### src/rtl/tomasulo_pkg.sv
// Shared encodings for the issue-stage scheduler: instruction types, RS classes,
// FSM state constants and the type-to-class decode helpers.
package tomasulo_pkg;

    localparam logic [2:0] TYPE_LD  = 3'b001;
    localparam logic [2:0] TYPE_ADD = 3'b010;
    localparam logic [2:0] TYPE_SUB = 3'b011;
    localparam logic [2:0] TYPE_MUL = 3'b100;
    localparam logic [2:0] TYPE_DIV = 3'b101;

    typedef enum logic [1:0] {
        CLS_AS = 2'd0,
        CLS_MD = 2'd1,
        CLS_LD = 2'd2
    } rs_class_t;

    localparam logic [1:0] ST_INIT  = 2'd0;
    localparam logic [1:0] ST_RUN   = 2'd1;
    localparam logic [1:0] ST_FLUSH = 2'd2;

    function automatic logic type_legal(input logic [2:0] t);
        return (t == TYPE_LD) || (t == TYPE_ADD) || (t == TYPE_SUB) ||
               (t == TYPE_MUL) || (t == TYPE_DIV);
    endfunction

    // Illegal encodings map to add/sub; callers gate on type_legal first.
    function automatic rs_class_t type_to_class(input logic [2:0] t);
        rs_class_t c;
        case (t)
            TYPE_LD:  c = CLS_LD;
            TYPE_MUL,
            TYPE_DIV: c = CLS_MD;
            default:  c = CLS_AS;
        endcase
        return c;
    endfunction

endpackage

### src/rtl/dispatch_sched_slot_alloc.sv
// slot_alloc: combinational lowest-free-slot finder for one reservation-station class.
module slot_alloc #(
    parameter int N  = 3,
    parameter int IW = 2
) (
    input  logic [N-1:0]  busy,
    output logic [IW-1:0] free_idx,
    output logic          any_free
);

    // Scan from the top so the last hit is the lowest free index.
    always_comb begin
        free_idx = '0;
        any_free = 1'b0;
        for (int i = N - 1; i >= 0; i--) begin
            if (!busy[i]) begin
                free_idx = IW'(i);
                any_free = 1'b1;
            end
        end
    end

endmodule

### src/rtl/dispatch_sched.sv
// Issue-stage scheduler: allocates a ROB tag and the lowest free RS slot per decoded instruction.
// Optional counters stall_cnt/issue_cnt are present when DISPATCH_STATS_EN is defined.
module dispatch_sched
    import tomasulo_pkg::*;
#(
    parameter int ROB_DEPTH = 8,
    parameter int AS_SLOTS  = 3,
    parameter int MD_SLOTS  = 2,
    parameter int LD_SLOTS  = 3,
    parameter int TAG_W     = $clog2(ROB_DEPTH + 1)
) (
    input  logic                clk1,
    input  logic                rst,
    input  logic                dec_valid,
    input  logic [2:0]          dec_type,
    output logic                dec_ready,
    output logic                iss_valid,
    output logic [TAG_W-1:0]    iss_rob_tag,
    output logic [1:0]          iss_class,
    output logic [1:0]          iss_slot,
    input  logic [AS_SLOTS-1:0] as_release,
    input  logic [MD_SLOTS-1:0] md_release,
    input  logic [LD_SLOTS-1:0] ld_release,
    input  logic                commit_valid,
    input  logic                flush,
    output logic [TAG_W-1:0]    rob_head,
    output logic [TAG_W-1:0]    rob_count,
    output logic                err
`ifdef DISPATCH_STATS_EN
    ,
    output logic [15:0]         stall_cnt,
    output logic [15:0]         issue_cnt
`endif
);

    localparam logic [TAG_W-1:0] TAG_FIRST = TAG_W'(1);
    localparam logic [TAG_W-1:0] TAG_LAST  = TAG_W'(ROB_DEPTH);

    logic [1:0]          state_reg;
    logic [AS_SLOTS-1:0] as_busy_reg;
    logic [MD_SLOTS-1:0] md_busy_reg;
    logic [LD_SLOTS-1:0] ld_busy_reg;
    logic [TAG_W-1:0]    head_reg, tail_reg, count_reg;
    logic                iss_valid_reg, err_reg;
    logic [TAG_W-1:0]    iss_tag_reg;
    logic [1:0]          iss_class_reg, iss_slot_reg;

    logic [1:0] as_idx, md_idx, ld_idx;
    logic       as_free, md_free, ld_free;

    slot_alloc #(.N(AS_SLOTS), .IW(2)) u_as_alloc (.busy(as_busy_reg), .free_idx(as_idx), .any_free(as_free));
    slot_alloc #(.N(MD_SLOTS), .IW(2)) u_md_alloc (.busy(md_busy_reg), .free_idx(md_idx), .any_free(md_free));
    slot_alloc #(.N(LD_SLOTS), .IW(2)) u_ld_alloc (.busy(ld_busy_reg), .free_idx(ld_idx), .any_free(ld_free));

    rs_class_t     dec_cls;
    logic          dec_legal, cls_free, alloc, commit_ok, flush_now;
    logic [1:0]    alloc_slot;
    logic [AS_SLOTS-1:0] as_set;
    logic [MD_SLOTS-1:0] md_set;
    logic [LD_SLOTS-1:0] ld_set;

    always_comb begin
        dec_cls    = type_to_class(dec_type);
        dec_legal  = type_legal(dec_type);
        cls_free   = 1'b0;
        alloc_slot = 2'd0;
        case (dec_cls)
            CLS_MD:  begin cls_free = md_free; alloc_slot = md_idx; end
            CLS_LD:  begin cls_free = ld_free; alloc_slot = ld_idx; end
            default: begin cls_free = as_free; alloc_slot = as_idx; end
        endcase
        // Illegal types are always drained so decode never wedges on them.
        dec_ready = 1'b0;
        if (state_reg == ST_RUN && !flush)
            dec_ready = dec_legal ? ((count_reg < TAG_LAST) && cls_free) : 1'b1;
        alloc     = dec_valid && dec_ready && dec_legal;
        commit_ok = commit_valid && (count_reg != '0);
        flush_now = flush && (state_reg != ST_INIT);
        as_set    = (alloc && dec_cls == CLS_AS) ? (AS_SLOTS'(1) << as_idx) : '0;
        md_set    = (alloc && dec_cls == CLS_MD) ? (MD_SLOTS'(1) << md_idx) : '0;
        ld_set    = (alloc && dec_cls == CLS_LD) ? (LD_SLOTS'(1) << ld_idx) : '0;
    end

    always_ff @(posedge clk1) begin
        if (rst) begin
            state_reg     <= ST_INIT;
            as_busy_reg   <= '0;
            md_busy_reg   <= '0;
            ld_busy_reg   <= '0;
            head_reg      <= TAG_FIRST;
            tail_reg      <= TAG_FIRST;
            count_reg     <= '0;
            iss_valid_reg <= 1'b0;
            iss_tag_reg   <= '0;
            iss_class_reg <= 2'd0;
            iss_slot_reg  <= 2'd0;
            err_reg       <= 1'b0;
        end else begin
            iss_valid_reg <= 1'b0;
            case (state_reg)
                ST_INIT:  state_reg <= ST_RUN;
                ST_RUN:   state_reg <= flush ? ST_FLUSH : ST_RUN;
                default:  state_reg <= flush ? ST_FLUSH : ST_RUN;
            endcase
            if (dec_valid && dec_ready && !dec_legal)
                err_reg <= 1'b1;
            if (flush_now) begin
                as_busy_reg <= '0;
                md_busy_reg <= '0;
                ld_busy_reg <= '0;
                head_reg    <= TAG_FIRST;
                tail_reg    <= TAG_FIRST;
                count_reg   <= '0;
            end else begin
                as_busy_reg <= (as_busy_reg & ~as_release) | as_set;
                md_busy_reg <= (md_busy_reg & ~md_release) | md_set;
                ld_busy_reg <= (ld_busy_reg & ~ld_release) | ld_set;
                if (alloc) begin
                    iss_valid_reg <= 1'b1;
                    iss_tag_reg   <= tail_reg;
                    iss_class_reg <= dec_cls;
                    iss_slot_reg  <= alloc_slot;
                    tail_reg      <= (tail_reg == TAG_LAST) ? TAG_FIRST : tail_reg + TAG_FIRST;
                end
                if (commit_ok)
                    head_reg <= (head_reg == TAG_LAST) ? TAG_FIRST : head_reg + TAG_FIRST;
                if (commit_valid && !commit_ok)
                    err_reg <= 1'b1;
                if (alloc && !commit_ok)
                    count_reg <= count_reg + TAG_FIRST;
                else if (!alloc && commit_ok)
                    count_reg <= count_reg - TAG_FIRST;
            end
        end
    end

    assign iss_valid   = iss_valid_reg;
    assign iss_rob_tag = iss_tag_reg;
    assign iss_class   = iss_class_reg;
    assign iss_slot    = iss_slot_reg;
    assign rob_count   = count_reg;
    assign rob_head    = (count_reg == '0) ? '0 : head_reg;
    assign err         = err_reg;

`ifdef DISPATCH_STATS_EN
    logic [15:0] stall_cnt_reg, issue_cnt_reg;

    always_ff @(posedge clk1) begin
        if (rst) begin
            stall_cnt_reg <= '0;
            issue_cnt_reg <= '0;
        end else begin
            if (state_reg == ST_RUN && dec_valid && !dec_ready && stall_cnt_reg != 16'hFFFF)
                stall_cnt_reg <= stall_cnt_reg + 16'd1;
            if (iss_valid_reg && issue_cnt_reg != 16'hFFFF)
                issue_cnt_reg <= issue_cnt_reg + 16'd1;
        end
    end

    assign stall_cnt = stall_cnt_reg;
    assign issue_cnt = issue_cnt_reg;
`endif

endmodule

### config.mk
export PLATFORM = sky130hd
export DESIGN_NAME = dispatch_sched
export DESIGN_NICKNAME = d
export VERILOG_FILES = /design/src/rtl/tomasulo_pkg.sv /design/src/rtl/dispatch_sched_slot_alloc.sv /design/src/rtl/dispatch_sched.sv
export SDC_FILE = /design/constraint.sdc
export NUM_CORES = 1
export LEC_CHECK = 0
export ABC_AREA = 1
export CELL_PAD_IN_SITES_DETAIL_PLACEMENT = 0
export CELL_PAD_IN_SITES_GLOBAL_PLACEMENT = 2
export CORE_MARGIN = 2
export CORE_UTILIZATION = 29
export CTS_BUF_LIST = sky130_fd_sc_hd__clkbuf_4
export DETAILED_ROUTE_END_ITERATION = 10
export PLACE_DENSITY_LB_ADDON = 0.1
export SLEW_MARGIN = 20
export SYNTH_ARGS = -nofsm -noshare
export SYNTH_HDL_FRONTEND = slang
export SYNTH_SLANG_ARGS = --single-unit
export TNS_END_PERCENT = 10
### constraint.sdc
create_clock -name clk1 -period 2.8 [get_ports clk1]
set_input_delay 0.56 -clock clk1 [delete_from_list [all_inputs] [get_ports clk1]]
set_output_delay 0.56 -clock clk1 [all_outputs]
set_load 0.01 [all_outputs]
### Yosys cells after proc, flatten, opt, wreduce, memory -nomap -nowiden

Index checks and enable logic that the tools add are counted.
W data, S select, Z words.

| storage, ports and cells | value |
|---|---|
| logic and storage cells | 107 |
| memory bits (read-only) | 0 |
| bits in latches | 0 |
| memory bits (writable) | 0 |
| input bits | 16 |
| register bits | 32 |
| output and inout port bits | 19 |
| memories | 0 |

| operators by class | value |
|---|---|
| multipliers | 0 |
| eq/ne operators | 10 |
| add/sub/neg operators | 4 |
| shift operators | 3 |
| reduce and logical (&&, ||, !) cells | 31 |
| muxes and demuxes | 35 |
| bitwise gates (word level) | 10 |
| order comparisons | 1 |
| divide/modulo/power cells | 0 |

Operators by type and width:

| operator | number |
|---|---|
| $mux W4 | 5 |
| $mux W1 | 17 |
| $mux W2 | 8 |
| $logic_and A1 B1 Y1 | 13 |
| $add A4 B1 Y4 const B | 3 |
| $eq A4 B4 Y1 const B | 2 |
| $pmux W2 S2 | 2 |
| $and A3 B3 Y3 | 2 |
| $eq A3 B2 Y1 const B | 2 |
| $eq A3 B3 Y1 const B | 2 |
| $mux W3 | 2 |
| $not A3 Y3 | 2 |
| $or A3 B3 Y3 | 2 |
| $reduce_or A2 Y1 | 3 |
| $shl A1 B2 Y3 const A | 2 |
| $eq A2 B1 Y1 const B | 2 |
| $logic_not A1 Y1 | 4 |
| $logic_not A2 Y1 | 2 |
| $logic_not A4 Y1 | 1 |
| $logic_or A1 B1 Y1 | 4 |
| $lt A4 B4 Y1 const B | 1 |
| $reduce_bool A2 Y1 | 2 |
| $reduce_bool A4 Y1 | 1 |
| $sub A4 B1 Y4 const B | 1 |
| other kinds (9) | 9 |

### Depth between registers and ports, before layout

Gate-level depths: netlist of run 1.

| depth | value |
|---|---|
| depth in word-level cells | 14 |
| mapped depth | 19 |
| gate-level depth less buffers | 18 |

### Hierarchy

From an unflattened synthesis of run 1, not the netlist that was laid out.

| second synthesis, totals | value |
|---|---|
| cells, all modules | 238 |
| area, all modules | 1687.9 sq um |

By module, submodules not included:

| module | area each (sq um) | cells each | times used | seq. area each (sq um) |
|---|---|---|---|---|
| dispatch_sched | 1617.8 | 223 | 1 | 640.6 |
| slot_alloc (u_as_alloc ...) | 22.5 | 5 | 2 | 0.0 |
| slot_alloc (u_md_alloc) | 25.0 | 5 | 1 | 0.0 |

### Least setup slack after synthesis of run 1

No wires, ideal clock.

| timing path | value |
|---|---|
| path kind | input to register |
| start | in flush |
| end | reg count_reg[3] (netlist: rob_count[3]) |
| data arrival time | 2.456 ns |
| slack | 0.224 ns |
| library setup time | 0.119 ns |
| data required time | 2.681 ns |
| stages | 14 |
| buffers on the path | 1 |
| path through | nor3b_2 nand4_4 clkinv_2 buf_8 ha_1 inv_1 ha_1 a21o_1 a21oi_1 nor2_1 nor2_1 nand2_1 o21ai_0 a21oi_1 |

| on the way | value |
|---|---|
| word-level cells in the longest chain between the ends | 8 |
| elaborated cells on any way between the ends | 12 |
| those cells by class | mux (2); reduce/logical (10) |

Ends and longest elaborated chain:

| what | RTL line | RTL |
|---|---|---|
| from (decl) | dispatch_sched.sv:25 | `input logic flush,` |
| $logic_not A1 Y1 * | dispatch_sched.sv:74 | `if (state_reg == ST_RUN && !flush)` |
| $logic_and A1 B1 Y1 * | dispatch_sched.sv:74 |  |
| $mux W1 * | dispatch_sched.sv:74 |  |
| $logic_and A1 B1 Y1 * (2 in series) | dispatch_sched.sv:76 | `alloc = dec_valid && dec_ready && dec_legal;` |
| via alloc | dispatch_sched.sv:56 | `logic dec_legal, cls_free, alloc, commit_ok, flush_now;` |
| $logic_not A1 Y1 | dispatch_sched.sv:131 | `else if (!alloc && commit_ok)` |
| $logic_and A1 B1 Y1 | dispatch_sched.sv:131 |  |
| $reduce_bool A2 Y1 (no source line) | -- |  |
| to (signal assigned) | dispatch_sched.sv:130 | `count_reg <= count_reg + TAG_FIRST;` |
| to (signal assigned) | dispatch_sched.sv:132 | `count_reg <= count_reg - TAG_FIRST;` |
| to (decl) | dispatch_sched.sv:43 | `logic [TAG_W-1:0] head_reg, tail_reg, count_reg;` |

The timed path passes the listed nets; every way through them passes the cells marked *.
A chain may end at the register's enable or synchronous reset.

### Worst setup path in the final report of run 1

| timing path | value |
|---|---|
| start | in dec_type[0] |
| end | out dec_ready |

| on the way | value |
|---|---|
| word-level cells in the longest chain between the ends | 8 |
| elaborated cells on any way between the ends | 17 |
| those cells by class | eq/ne (7); mux (4); reduce/logical (6) |

Ends and longest elaborated chain:

| what | RTL line | RTL |
|---|---|---|
| from (decl) | dispatch_sched.sv:15 | `input logic [2:0] dec_type,` |
| $eq A3 B3 Y1 | tomasulo_pkg.sv:23, tomasulo_pkg.sv:29 |  |
| $reduce_or A2 Y1 | tomasulo_pkg.sv:29 | `case (t)` |
| $pmux W2 S2 | tomasulo_pkg.sv:29 |  |
| $eq A2 B2 Y1 / $eq A2 B1 Y1 (equally long branches) | dispatch_sched.sv:67 | `case (dec_cls)` |
| $pmux W1 S2 | dispatch_sched.sv:67 |  |
| $logic_and A1 B1 Y1 | dispatch_sched.sv:75 | `dec_ready = dec_legal ? ((count_reg < TAG_LAST) && cls_free) : 1'b1;` |
| $mux W1 * | dispatch_sched.sv:75 |  |
| $mux W1 * | dispatch_sched.sv:74 |  |
| to (decl) | dispatch_sched.sv:16 | `output logic dec_ready,` |

Mark *: on every way between the ends. The rest lies on a longest branch, timed or not.

==> results of run 1 <==
## per-layer routing
metal  global-route usage  part of all wire  vias up
li1                     -                 -      830
met1                0.174              0.48      667
met2                0.224              0.45       27
met3               0.0416             0.057        6
met4               0.0407             0.013        0
met5                    0                 0        -
## worst max path at each step
| stage | startpoint | end | slack, ns | cells past startpoint |
|---|---|---|---|---|
| 6_report | dec_type[0] | dec_ready | 0.17 | 9 |
| 3_5_place_dp | dec_type[1] | rob_count[3] | -0.32 | 16 |
| 2_1_floorplan | flush | rob_count[3] | 0.22 | 14 |
| 3_3_place_gp | dec_type[1] | rob_count[3] | -0.27 | 19 |
| 4_1_cts | dec_type[1] | dec_ready | 0.04 | 7 |
| 5_1_grt | dec_type[0] | rob_count[3] | 0.03 | 19 |
## repair_timing
item | CTS | global route
setup endpoints to repair | 1 | 2
resized for setup | 1 | 9
pin swaps | 0 | 2
## through the flow
stage	TNS (ns)	utilization	setup WS, ns	area, sq um
after floorplan	0	-	0.224	1680
after global placement	-0.546	0.399	-0.269	2210
after detailed placement	-0.640	0.399	-0.319	2210
after CTS	0	0.413	0.0423	2290
after global routing	0	0.418	0.0305	2320
final	0	0.418	0.175	2320
## kinds of logic (layout without fill, tap and decap cells)
kind of cell    count (synthesis)  after routing  synth area share
buf+inv                        37             92            0.0910
flops                          32             32             0.382
compound gates                 34             34             0.134
fa+ha+maj                       8              8            0.0641
simple gates                  113            113             0.308
xor+xnor                        4              4            0.0209
## power by group
part           total [mW]  switching [mW]  leakage (nW)  internal [mW]
Sequential          0.560          0.0532         0.259          0.507
Clock               0.364           0.178        0.0412          0.186
Combinational       0.624           0.316         0.646          0.308
Total                1.55           0.547         0.947           1.00
## cell usage after synthesis, drive strengths merged
cell	instances
o221ai	1
a21boi	1
o21bai	2
a21o	1
nor3	1
inv	32
nor2	51
clkinv	1
nand2	41
clkbuf	2
xor2	3
nor3b	2
o22ai	1
a21oi	18
o21ai	9
nand3	13
fa	1
xnor2	1
ha	7
o31ai	1
dfxtp	32
nand4	5
buf	2
## worst max-delay path, stage by stage
cell                              delay, ns
sky130_fd_sc_hd__clkdlybuf4s50_1       0.48
sky130_fd_sc_hd__inv_1                 0.05
sky130_fd_sc_hd__nor2_2                0.14
sky130_fd_sc_hd__nand3_2               0.10
sky130_fd_sc_hd__nand3_2               0.07
sky130_fd_sc_hd__nand2_2               0.05
sky130_fd_sc_hd__buf_4                 0.13
sky130_fd_sc_hd__a21boi_0              0.19
sky130_fd_sc_hd__dlygate4sd2_1         0.29
## layout make-up
type,instances,area [sq um],area share
multi-input combinational,159,911,0.393
sequential,32,641,0.276
timing repair buffer,51,472,0.203
inverter,33,125,0.0540
tap,72,90.1,0.0389
clock inverter,3,42.5,0.0183
clock buffer,5,37.5,0.0162
==> implementation parameters, run 1 <==
Parameter                              Value

Detailed routing
  Post-detailed-route count of antenna-violating nets ... 0
  # DRC ... 0
  Post-detailed-route via-to-cell ratio ... 4.31
  WL final ... 3.88 mm
  Routed WL per cell ... 10.9 um
  Via count ... 1530
  Number of DRC markers after the initial detailed-route iteration ... 77
  First-pass iteration count of the detailed router ... 4

Final layout
  Filler cell count ... 609
  Ratio of cells with drive above 1 in the final layout ... 0.201
  Highest-count cells in the layout ignoring fill and taps ... sky130_fd_sc_hd__nor2_1, sky130_fd_sc_hd__nand2_1, sky130_fd_sc_hd__dfxtp_1
  Final cell count without fillers ... between 300 and 400
  Area grow syn2layout ... 38.2%
  Final #Nets ... about 310
  N_diodes ... 0
  Commonest non-fill, non-tap cell in the layout ... sky130_fd_sc_hd__nor2_1

Logic synthesis
  Post-synthesis cell type count ... 33
  Flip-flop and latch count after synthesis ... 32
  Synth warnings ... 0
  Synthesized instance count ... 228
  Sequential area share after synthesis ... 0.382
  Mean instance size in the synthesized netlist ... 7.36 sq um
  Cell taking the most area after synthesis ... sky130_fd_sc_hd__dfxtp_1
  Area of the mapped netlist ... roughly 0.0017 sq mm
  Ranking of synthesized cells by area ... sky130_fd_sc_hd__dfxtp_1, sky130_fd_sc_hd__nor2_1, sky130_fd_sc_hd__nand2_1
  Fraction of post-synthesis cell area in the top cell type by area ... 0.382
  Syn Nets ... 252

Setup path
  Classification of the worst setup path ... in2out
  Depth of the worst register-to-register path ... 17
  Kind of end point of the critical path ... output port
  Largest fanout of any net on the critical path ... 2
  Launch instance of the worst register-to-register path ... ld_busy_reg[0]
  Data arrival, critical path ... just over 2 ns
  Startpoint type of the worst setup path ... input pin
  Capturing point of the worst reg2reg path ... rob_count[3]
  Required time of the worst setup path ... around 2.2 ns
  Setup slack on the worst flop-to-flop path ... around 0.6 ns

GRT
  Initial antenna violation count ... 0
  Pin count of the biggest net entering global routing ... 14
  Total track usage ... 0.137
  Via count of the first global-routing pass ... 1556
  Wire length of the first global-routing pass ... between 6 and 7 mm
  Global route overflow ... 0

Floorplan
  Overall die height ... 80.1 um
  Core Area ... 0.00554 sq mm
  Std-Cell Rows ... 27
  Number of placed I/O pins ... 35
  Die boundary width ... around 80 um
  Starting Density ... 0.303
  DIE AREA ... ~0.0064 sq mm

CTS
  Postcts setup bufs ... 0
  Worst-Skew Late Latency ... 0.35 ns
  Register clock-pin slew on the reported worst setup and hold paths ... 0.12 ns
  Count of hold-fix buffers inserted at cts ... 0
  TritonCTS clock tree ... yes
  Clock Tree Buf Depth ... 2
  Num CTS Buffers ... 5
  Clock tree root driver cell ... sky130_fd_sc_hd__clkbuf_4
  Number of levels in the clock H-tree ... 2
  Number of sinks on the clock net ... 32

STA
  Hold slack ... 0.476 ns
  Setup repair after global routing missed its margin ... false
  Slew Limit Headroom ... 0.774
  Timing-limited maximum frequency ... 381 MHz
  Max-slew violations ... 0
  Crit path time final ... approximately 2.6 ns
  Clock skew ... 0.0140 ns
  Part of the cycle the worst path needs ... 0.938
  Count of endpoints failing setup in the final report ... 0
  Count of endpoints failing hold in the final timing report ... 0
  Actual transition at the worst max-transition pin ... 0.335 ns

Min path
  Hold-critical path endpoint ... iss_slot[0]
  Class of the most critical hold timing path ... reg2reg
  HP Start ... iss_slot[0]
  Hold Path Cell Cnt ... 2

Pwr
  PD cells ... 668 mW/mm^2
  Static leakage ... 0.947 nW
  Largest vdd supply drop ... approximately 0.4 mV
  Overall power after layout ... approximately 1.5 mW

Placed design
  Number of buffers added on ports ... 34
  DP Cell Count ... approximately 350
  Final RePlAce weighted congestion ... 0.768
  HPWL after detailed placement ... a little under 3 mm

Flow run
  MaxCap Viol Count ... 0

Status
  Status ... finished, final reports clean
No activity file was read; power rests on OpenSTA's default activity.
==> inputs of run 2 (changes only) <==
Settings changed: CORE_UTILIZATION 29 to 35, DONT_BUFFER_PORTS set to 1.
==> run 2 against run 1 <==
  * Final cell count shrank 19%
  * Count of clock-buffer cells in the layout grew 1
  * Critical endpoint is now rob_count[3]
  * Setup slack better by 0.26 ns
  * Via count fell by 8.4%
  * First-iteration DRC count is 48% lower
  * Clock power shrank 29%
  * Sequential share of layout area is 8.0 points higher
==> implementation parameters, run 2 (synthesis gave the netlist of run 1 again) <==
Parameter                              Value

Status
  Status ... finished, final reports clean

CTS
  Number of resized instances in the post-cts repair step ... 0
  Number of sinks on the clock net ... 32
  Postcts setup bufs ... 0
  Worst-Skew Late Latency ... 0.33 ns
  Clock tree root driver cell ... sky130_fd_sc_hd__clkbuf_4
  Number of levels in the clock H-tree ... 2
  TritonCTS clock tree ... yes
  Num CTS Buffers ... 5
  Register clock-pin slew on the reported worst setup and hold paths ... 0.10 ns
  Clock Tree Buf Depth ... 2
  Count of hold-fix buffers inserted at cts ... 0

Detailed routing
  First-pass iteration count of the detailed router ... 4
  WL final ... 3.66 mm
  # DRC ... 0
  Number of DRC markers after the initial detailed-route iteration ... 40
  Routed WL per cell ... roughly 13 um
  Via count ... 1401
  Post-detailed-route via-to-cell ratio ... 4.85
  Post-detailed-route count of antenna-violating nets ... 0

Floorplan
  Core Area ... 0.00466 sq mm
  Overall die height ... 73.2 um
  Die boundary width ... 73.2 um
  Std-Cell Rows ... 25
  DIE AREA ... approximately 0.0054 sq mm
  Starting Density ... 0.360
  Number of placed I/O pins ... 35

Setup path
  Classification of the worst setup path ... reg2reg
  Required time of the worst setup path ... 3.02 ns
  Largest stage delay on the critical path ... 0.49 ns
  Launch instance of the worst register-to-register path ... rob_count[1]
  Crit-path slowest cell ... sky130_fd_sc_hd__dfxtp_1
  Largest fanout of any net on the critical path ... 7
  Depth of the worst register-to-register path ... 13
  Capturing point of the worst reg2reg path ... rob_count[3]
  Chain of cells forming the critical path ... nor2_1 > nand2_1 > nand2_1 > ha_1 > inv_1 > ha_1 > a21o_1 > a21oi_1 > nor2_1 > nor2_1 > nand2_1 > o21ai_0 > a21oi_1
  Data arrival, critical path ... 2.58 ns
  Cell type group with the largest total delay on the critical path ... simple AND/OR/NAND/NOR gates
  Kind of end point of the critical path ... flop
  Buffers and inverters on the worst path ... 1
  Setup slack on the worst flop-to-flop path ... 0.44 ns
  Startpoint type of the worst setup path ... flop

Min path
  HP Start ... rst
  Hold Path Cell Cnt ... 1
  Class of the most critical hold timing path ... in2reg
  Hold-critical path endpoint ... iss_rob_tag[2]

Final layout
  Area grow syn2layout ... 7.16%
  Highest-count cells in the layout ignoring fill and taps ... sky130_fd_sc_hd__nor2_1, sky130_fd_sc_hd__nand2_1, sky130_fd_sc_hd__dfxtp_1
  Ratio of cells with drive above 1 in the final layout ... 0.162
  N_diodes ... 0
  Filler cell count ... 485
  Final #Nets ... 259
  Commonest non-fill, non-tap cell in the layout ... sky130_fd_sc_hd__nor2_1
  Footprint of the flip-flops and latches ... 641 sq um
  Area of the multi-input gates ... roughly 900 sq um

Pwr
  Cell-internal power ... 753 uW
  Switching power summed over all nets ... about 500 uW
  Fraction of power spent switching nets ... 0.398
  PD cells ... 696 mW/mm^2
  Overall power after layout ... around 1.3 mW
  Share of power burned in registers ... 0.466
  Static leakage ... 0.727 nW
  Combinational share of power ... 0.329
  Clock Power Share ... 0.205
  Largest vdd supply drop ... 0.352 mV

STA
  Post-Route Setup TNS ... 0 ns
  Crit path time final ... 2.36 ns
  Max-slew violations ... 0
  Timing-limited maximum frequency ... about 420 MHz
  Clock skew ... 0.0110 ns
  Slew Limit Headroom ... 0.688
  Actual transition at the worst max-transition pin ... 0.463 ns
  Part of the cycle the worst path needs ... 0.844
  Worst setup slack after layout ... 0.438 ns
  Count of endpoints failing hold in the final timing report ... 0
  Count of endpoints failing setup in the final report ... 0
  Setup repair after global routing missed its margin ... false

GRT
  Pin count of the biggest net entering global routing ... 14
  Global route overflow ... 0
  Initial antenna violation count ... 0
  Total track usage ... 0.146
  Via count of the first global-routing pass ... 1312
  Wire length of the first global-routing pass ... 5.88 mm

Placed design
  DP Worst Slack ... 0.248 ns
  Final RePlAce weighted congestion ... 0.845
  HPWL after detailed placement ... 2.89 mm
  Number of buffers added on ports ... 0

Flow run
  MaxCap Viol Count ... 0
[run 2: routing by layer]
| metal | global-route usage | vias to the layer above | wire [um] |
|---|---|---|---|
| li1 | - | 737 | - |
| met1 | 0.164 | 632 | 1520 |
| met2 | 0.252 | 25 | 1870 |
| met3 | 0.0456 | 7 | 183 |
| met4 | 0.0638 | 0 | 89 |
| met5 | 0 | - | 0 |
[run 2: cell type report]
type,instances,area share
flip-flops and latches,32,0.356
well taps,54,0.0376
inverters,33,0.0696
multi-input cells,159,0.492
repair buffers,4,0.0167
clock inverters,1,0.00278
clock buffers,6,0.0251
[run 2: how the worst max path moves through the flow]
stage	start	to	slack, ns	cells past startpoint
after floorplan	flush	rob_count[3]	0.22	14
after CTS	rob_count[1]	rob_count[3]	0.43	13
after detailed placement	dec_type[1]	rob_count[3]	0.25	18
after global placement	dec_type[1]	rob_count[3]	0.31	18
final	rob_count[1]	rob_count[3]	0.44	13
after global routing	rob_count[1]	rob_count[3]	0.20	13
[run 2: power by group through the flow]
stage               Clock, mW  Combinational (mW)  Sequential (mW)
CTS                     0.267               0.421            0.586
detailed placement          0               0.417            0.596
global route            0.289               0.473            0.592
global placement            0               0.395            0.593
finish                  0.257               0.412            0.583
floorplan                   0               0.328            0.576
[run 2: through the flow]
stage	cells	utilization	hold slack, ns	area [sq um]
detailed placement	282	0.375	0.506	1750
CTS	289	0.386	0.263	1800
finish	289	0.386	0.273	1800
global route	289	0.386	0.244	1800
floorplan	228	-	0.482	1680
global placement	282	0.375	0.497	1750
